File: config.mk
export PLATFORM = sky130hd
export DESIGN_NAME = rvfi_bus_env
export DESIGN_NICKNAME = d
export VERILOG_FILES = /design/src/rtl/rvfi_bus_env.sv
export SDC_FILE = /design/constraint.sdc
export NUM_CORES = 2
export LEC_CHECK = 0
export CORE_MARGIN = 2
export CORE_UTILIZATION = 29
export CTS_BUF_LIST = sky130_fd_sc_hd__clkbuf_2 sky130_fd_sc_hd__clkbuf_4 sky130_fd_sc_hd__clkbuf_8
export DETAILED_ROUTE_END_ITERATION = 8
export SYNTH_ARGS = -nofsm -noshare
export SYNTH_HDL_FRONTEND = slang
export SYNTH_SLANG_ARGS = --single-unit
File: constraint.sdc
create_clock -name clock -period 7.5 [get_ports clock]
set_input_delay 2.25 -clock clock [delete_from_list [all_inputs] [get_ports clock]]
set_output_delay 2.25 -clock clock [all_outputs]
set_load 0.005 [all_outputs]
File: src/rtl/rvfi_bus_env.sv
// Wishbone-classic slave environment for rvfi checks: bounded solver acks,
// a shared shadow memory for read consistency, sticky master protocol flags.
module rvfi_bus_env #(
  parameter int NCH          = 2,
  parameter int AW           = 32,
  parameter int DW           = 32,
  parameter int MIN_WAIT     = 0,
  parameter int MAX_WAIT     = 3,
  parameter int SHADOW_EN    = 1,
  parameter int SHADOW_DEPTH = 4,
  localparam int WW          = $clog2(MAX_WAIT + 2)
) (
  input  logic              clock,
  input  logic              reset,
  input  logic [NCH-1:0]    i_cyc,
  input  logic [NCH*AW-1:0] i_adr,
  input  logic [NCH-1:0]    i_we,
  input  logic [NCH*DW/8-1:0] i_sel,
  input  logic [NCH*DW-1:0] i_dat,
  input  logic [NCH-1:0]    i_nd_ack,
  input  logic [NCH*DW-1:0] i_nd_rdt,
  output logic [NCH-1:0]    o_ack,
  output logic [NCH*DW-1:0] o_rdt,
  output logic [NCH-1:0]    o_err_drop,
  output logic [NCH-1:0]    o_err_chg,
  output logic [NCH*WW-1:0] o_wait
);
  localparam int BW  = DW / 8;
  localparam int WAW = AW - 2;
  localparam int PW  = (SHADOW_DEPTH > 1) ? $clog2(SHADOW_DEPTH) : 1;

  typedef enum logic [1:0] {S_IDLE, S_WAIT, S_ACK} state_t;

  state_t         st_q  [NCH];
  state_t         st_d  [NCH];
  logic [WW-1:0]  cnt_q [NCH];
  logic [WW-1:0]  cnt_d [NCH];
  logic [AW-1:0]  adr_q [NCH];
  logic [AW-1:0]  adr_d [NCH];
  logic [BW-1:0]  sel_q [NCH];
  logic [BW-1:0]  sel_d [NCH];
  logic [DW-1:0]  dat_q [NCH];
  logic [DW-1:0]  dat_d [NCH];
  logic [DW-1:0]  rdt_q [NCH];
  logic [DW-1:0]  rdt_d [NCH];
  logic [NCH-1:0] we_q, we_d;
  logic [NCH-1:0] ack_q, ack_d;
  logic [NCH-1:0] drop_q, drop_d;
  logic [NCH-1:0] chg_q, chg_d;

  logic [WAW-1:0] sh_adr_q [SHADOW_DEPTH];
  logic [WAW-1:0] sh_adr_d [SHADOW_DEPTH];
  logic [DW-1:0]  sh_dat_q [SHADOW_DEPTH];
  logic [DW-1:0]  sh_dat_d [SHADOW_DEPTH];
  logic [BW-1:0]  sh_vld_q [SHADOW_DEPTH];
  logic [BW-1:0]  sh_vld_d [SHADOW_DEPTH];
  logic [PW-1:0]  ptr_q, ptr_d;
  logic           sh_hit;
  int             sh_idx;

  // Live inputs while idle, captured copy while waiting
  logic [AW-1:0]  req_adr [NCH];
  logic [BW-1:0]  req_sel [NCH];
  logic [DW-1:0]  req_dat [NCH];
  logic [NCH-1:0] req_we;
  logic [NCH-1:0] fire;
  logic [NCH-1:0] diff;
  int             wcnt [NCH];

  always_comb begin
    for (int c = 0; c < NCH; c++) begin
      if (st_q[c] == S_IDLE) begin
        req_adr[c] = i_adr[c*AW +: AW];
        req_we[c]  = i_we[c];
        req_sel[c] = i_sel[c*BW +: BW];
        req_dat[c] = i_dat[c*DW +: DW];
        wcnt[c]    = 0;
      end else begin
        req_adr[c] = adr_q[c];
        req_we[c]  = we_q[c];
        req_sel[c] = sel_q[c];
        req_dat[c] = dat_q[c];
        wcnt[c]    = int'(cnt_q[c]) + 1;
      end
      diff[c] = (i_adr[c*AW +: AW] != adr_q[c]) ||
                (i_we[c] != we_q[c]) ||
                (i_sel[c*BW +: BW] != sel_q[c]) ||
                (i_dat[c*DW +: DW] != dat_q[c]);
      fire[c] = i_cyc[c] && (st_q[c] != S_ACK) &&
                ((wcnt[c] >= MIN_WAIT && i_nd_ack[c]) ||
                 wcnt[c] == MAX_WAIT);
    end
  end

  always_comb begin
    st_d     = st_q;
    cnt_d    = cnt_q;
    adr_d    = adr_q;
    we_d     = we_q;
    sel_d    = sel_q;
    dat_d    = dat_q;
    drop_d   = drop_q;
    chg_d    = chg_q;
    ack_d    = fire;
    sh_adr_d = sh_adr_q;
    sh_dat_d = sh_dat_q;
    sh_vld_d = sh_vld_q;
    ptr_d    = ptr_q;
    sh_hit   = 1'b0;
    sh_idx   = 0;
    for (int c = 0; c < NCH; c++) begin
      rdt_d[c] = '0;
      unique case (st_q[c])
        S_IDLE: if (i_cyc[c]) begin
          adr_d[c] = req_adr[c];
          we_d[c]  = req_we[c];
          sel_d[c] = req_sel[c];
          dat_d[c] = req_dat[c];
          cnt_d[c] = '0;
          st_d[c]  = fire[c] ? S_ACK : S_WAIT;
        end
        S_WAIT: if (!i_cyc[c]) begin
          st_d[c]   = S_IDLE;
          cnt_d[c]  = '0;
          drop_d[c] = 1'b1;
        end else begin
          if (diff[c]) chg_d[c] = 1'b1;
          cnt_d[c] = cnt_q[c] + 1'b1;
          if (fire[c]) st_d[c] = S_ACK;
        end
        default: begin
          st_d[c]  = S_IDLE;
          cnt_d[c] = '0;
        end
      endcase
      // Reads see the shadow as it stood before this cycle's writes
      if (fire[c] && !req_we[c]) begin
        for (int b = 0; b < BW; b++) begin
          rdt_d[c][8*b +: 8] = i_nd_rdt[c*DW + 8*b +: 8];
          if (SHADOW_EN != 0) begin
            for (int e = 0; e < SHADOW_DEPTH; e++) begin
              if (sh_vld_q[e][b] && sh_adr_q[e] == req_adr[c][AW-1:2])
                rdt_d[c][8*b +: 8] = sh_dat_q[e][8*b +: 8];
            end
          end
        end
      end
    end
    for (int c = 0; c < NCH; c++) begin
      if (SHADOW_EN != 0 && fire[c] && req_we[c]) begin
        sh_hit = 1'b0;
        sh_idx = int'(ptr_d);
        for (int e = 0; e < SHADOW_DEPTH; e++) begin
          if (sh_vld_d[e] != '0 && sh_adr_d[e] == req_adr[c][AW-1:2]) begin
            sh_hit = 1'b1;
            sh_idx = e;
          end
        end
        if (!sh_hit) begin
          sh_adr_d[sh_idx] = req_adr[c][AW-1:2];
          sh_vld_d[sh_idx] = '0;
          ptr_d = (int'(ptr_d) == SHADOW_DEPTH - 1) ? '0 : ptr_d + 1'b1;
        end
        for (int b = 0; b < BW; b++) begin
          if (req_sel[c][b]) begin
            sh_dat_d[sh_idx][8*b +: 8] = req_dat[c][8*b +: 8];
            sh_vld_d[sh_idx][b] = 1'b1;
          end
        end
      end
    end
  end

  always_ff @(posedge clock) begin
    adr_q    <= adr_d;
    we_q     <= we_d;
    sel_q    <= sel_d;
    dat_q    <= dat_d;
    sh_adr_q <= sh_adr_d;
    sh_dat_q <= sh_dat_d;
    if (reset) begin
      st_q     <= '{default: S_IDLE};
      cnt_q    <= '{default: '0};
      rdt_q    <= '{default: '0};
      sh_vld_q <= '{default: '0};
      ack_q    <= '0;
      drop_q   <= '0;
      chg_q    <= '0;
      ptr_q    <= '0;
    end else begin
      st_q     <= st_d;
      cnt_q    <= cnt_d;
      rdt_q    <= rdt_d;
      sh_vld_q <= sh_vld_d;
      ack_q    <= ack_d;
      drop_q   <= drop_d;
      chg_q    <= chg_d;
      ptr_q    <= ptr_d;
    end
  end

  always_comb begin
    for (int c = 0; c < NCH; c++) begin
      o_rdt[c*DW +: DW]  = rdt_q[c];
      o_wait[c*WW +: WW] = cnt_q[c];
    end
  end

  assign o_ack      = ack_q;
  assign o_err_drop = drop_q;
  assign o_err_chg  = chg_q;

endmodule
==> results.cfg <==
[run_status]
outcome = completed

[floorplanning]
core_area_um2 = 111000
die-height_um = 338
dieArea_um2 = 114000
io_pins = 284
rows = 122
fp.dieW_um = 338
initial_core_util_pct = 29.2

[timing]
worstMarginPinSlew_ps = 1130
timing.fmax_ghz = 0.135
fin_setup_tns_ps = 0
maxSlewHeadroom_pct = 22.5
clock-skew-final_ps = 41.4
worst_slack_ps = 110
hold_viol = 0
fin_crit_ps = 7390
post-route-period-util_pct = 98.5
slew_viol_final = 0
setup_viol = 0
rsz0062_at_grt = no

[global_route]
gr-usage-all-layers_pct = 32.0
antenna_found_initial = 10
grt_pass1_wl_um = 254000
grt_max_degree = 40
overflow = 0
grt_pass1_vias = 31700

[synthesis]
ys_types = 96
synth_top_cell_by_area = dfxtp_1
synth_mux_area_share_pct = 17.1
postSynthAreaPerCell_um2 = 8.66
ys_warn_count = 0
synth_top_area_share_pct = 21.4
synth_top_family_by_area = compound AO/OA/AOI/OAI gates
synth_edf_count = 138
synthFlopType = dfxtp_1
synthArstFlopShare_pct = 0
synth_fp_nets = 3941
synth_area_leaders = dfxtp_1, mux2i_1, edfxtp_1
yosysSeqAreaShare_pct = 34.3
yosys.area_share.simple_pct = 17.4
synth_compound_area_share_pct = 17.7
ys_ff_latch = 484
synth_xor_area_share_pct = 8.19
syn_area_um2 = 32300
synth_fa_ha_area_share_pct = 0.116
synthCells = 3730

[cts]
clock_sinks = 484
numCtsBuffers = 89
clk_latency_ps = 760
cts_resized = 0
root_buffer = clkbuf_8
htree_levels = 3
max-clock-path-buffers = 3
cts_setup_buffers = 0
clk_pin_slew_ps = 60
cts_tree = built
postCtsHoldBufs = 0

[critical_path]
crit_type = in2reg
startpoint_type = input port
crit_path_end_kind = register
reg2reg_depth = 21
crit_fanout = 19
cp.arrival_ps = 8040
crit_path_frequent_cell = buf_4
rr_endpoint = sh_dat_q[8]
critical_path_required_ps = 8150
crit-reg2reg-launch = st_q[2]
critPathMaxStageDelay_ps = 640
path_cells = clkdlybuf4s50_1 > inv_1 > buf_4 > a221oi_1 > o21ai_1 > nor4_1 > nand3_1 > o2bb2a_4 > buf_4 > and2_1 > buf_4 > a21oi_1 > o221ai_1 > nor4_1 > nor4b_1 > buf_4 > a41oi_2 > buf_4 > nor2_4 > buf_12 > mux2i_1
ff2ff_setup_slack_ps = 840
slowest_stage = nor4_1

[route]
drtPass1Iterations = 7
vias_per_cell = 5.72
ant_nets = 0
vias = 33500
drtIter0Drc = 4206
wl_per_cell_um = 32.2
wl_um = 189000
route.detailed.drc = 0

[pwr]
power.density_nw_per_um2 = 255
peakVddDrop_v = 0.000135
p_leak_nw = 16.8

[placed_design]
hpwl_um = 151000
dp_slack_ps = -305
placed_cells = 5698
place.gp.congestion = 1.07
io_buffer_count = 283

[layout]
multiInputGateArea_um2 = 19700
n_fill_cell = 11300
final_common_cell = mux2i_1
area_growth_pct = 29.2
layout_common_cells = mux2i_1, nor2_1, buf_4
fin_cells = 5864
layout.nets = 4512
drive_gt1_share_pct = 14.8
register_area_um2 = 11100

[hold_path]
min-delay-start = o_err_chg[1]
min_to = o_err_chg[1]
min_path_cells = 2
holdCritPathClass = reg2reg

[run]
maxCapViolations = 0
-- sequential cells by signal, summed over array words and instances (netlist names) --
name	cells
sh_adr_q	120
ptr_q	2
st_q	4
o_err_drop	2
o_ack	2
dat_q	64
sh_dat_q	128
adr_q	64
sh_vld_q	16
o_rdt	64
we_q	2
o_err_chg	2
sel_q	8
o_wait	6
-- critical path, delay by kind of cell --
family | cells | cell delay [ps]
AO/OA/AOI/OAI | 6 | 1290
buffers and inverters | 8 | 2060
multiplexers | 1 | 210
AND/OR/NAND/NOR | 6 | 2190
-- synthesized netlist by cell type, types with 12 or more instances --
library cell / number
inv_1: 168
clkbuf_1: 134
a21oi_1: 268
edfxtp_1: 138
a2111o_1: 12
mux2i_1: 533
nor2_1: 389
nand3_1: 46
nand2_1: 292
o22ai_1: 28
clkinv_1: 14
o211ai_1: 78
nor2b_1: 46
xor2_1: 104
buf_1: 14
and2_1: 73
nor3_1: 40
buf_4: 20
o21ai_0: 94
a22o_1: 67
a211oi_1: 69
dfxtp_1: 346
nand2b_1: 74
xnor2_1: 198
o21ai_1: 13
buf_2: 41
a22oi_1: 36
nand4_1: 61
a2111oi_0: 26
o2bb2ai_1: 27
nor4_1: 44
-- area by class of cell --
cell class / instances / area share [%]
Antenna cell: 3 / 0.0180
Clock buffer: 142 / 4.28
Clock inverter: 21 / 0.552
Inverter: 184 / 1.66
Multi-Input combinational cell: 2845 / 47.2
Sequential cell: 484 / 26.5
Tap cell: 1488 / 4.46
Timing Repair Buffer: 697 / 15.3
-- logic make-up (layout without fill, tap and decap cells) --
logic type               count (synthesis)  count (layout)
buffers and inverters                  401            1044
AND/OR/NAND/NOR                       1150            1150
flip-flops                             484             484
multiplexers                           548             548
adder cells (fa/ha/maj)                  3               3
other                                    0               3
XOR/XNOR                               302             302
AO/OA/AOI/OAI                          842             842
-- through the flow --
| stage | power (mW) | instance area, um^2 | hold slack [ps] | utilization [%] |
|---|---|---|---|---|
| floorplan | 5.53 | 32300 | 460 | - |
| global placement | 7.53 | 39700 | 448 | 35.9 |
| detailed placement | 7.54 | 39700 | 460 | 35.9 |
| CTS | 10.5 | 41700 | 476 | 37.7 |
| global route | 10.9 | 41700 | 499 | 37.7 |
| finish | 10.6 | 41700 | 469 | 37.7 |
-- report_power, final --
part / switching, mW / internal, mW / leakage (nW)
logic: 2.06 / 1.40 / 11.6
clock network: 1.25 / 1.65 / 1.06
registers: 1.04 / 3.22 / 4.18
total: 4.35 / 6.27 / 16.8
-- routing by layer --
metal  up-vias  track usage [%]  wire length [um]
met5         -                0                71
met4        10             22.1             15200
met3       582             7.27             17100
met2      2020             50.5             83500
met1     16300             38.7             72700
li1      14600                -                 -
-- worst max-delay path by stage --
stage              start          end  cells past startpoint  slack, ps
2_1_floorplan  i_adr[29]  sh_dat_q[0]                     21        920
3_3_place_gp   i_adr[21]  sh_dat_q[6]                     21       -320
3_5_place_dp   i_adr[14]  sh_dat_q[0]                     21       -300
4_1_cts        i_adr[14]  sh_dat_q[8]                     21        460
5_1_grt        i_adr[14]  sh_dat_q[8]                     21        100
6_report       i_adr[22]  sh_dat_q[8]                     21        110
No activity file was read; power rests on OpenSTA's default activity.
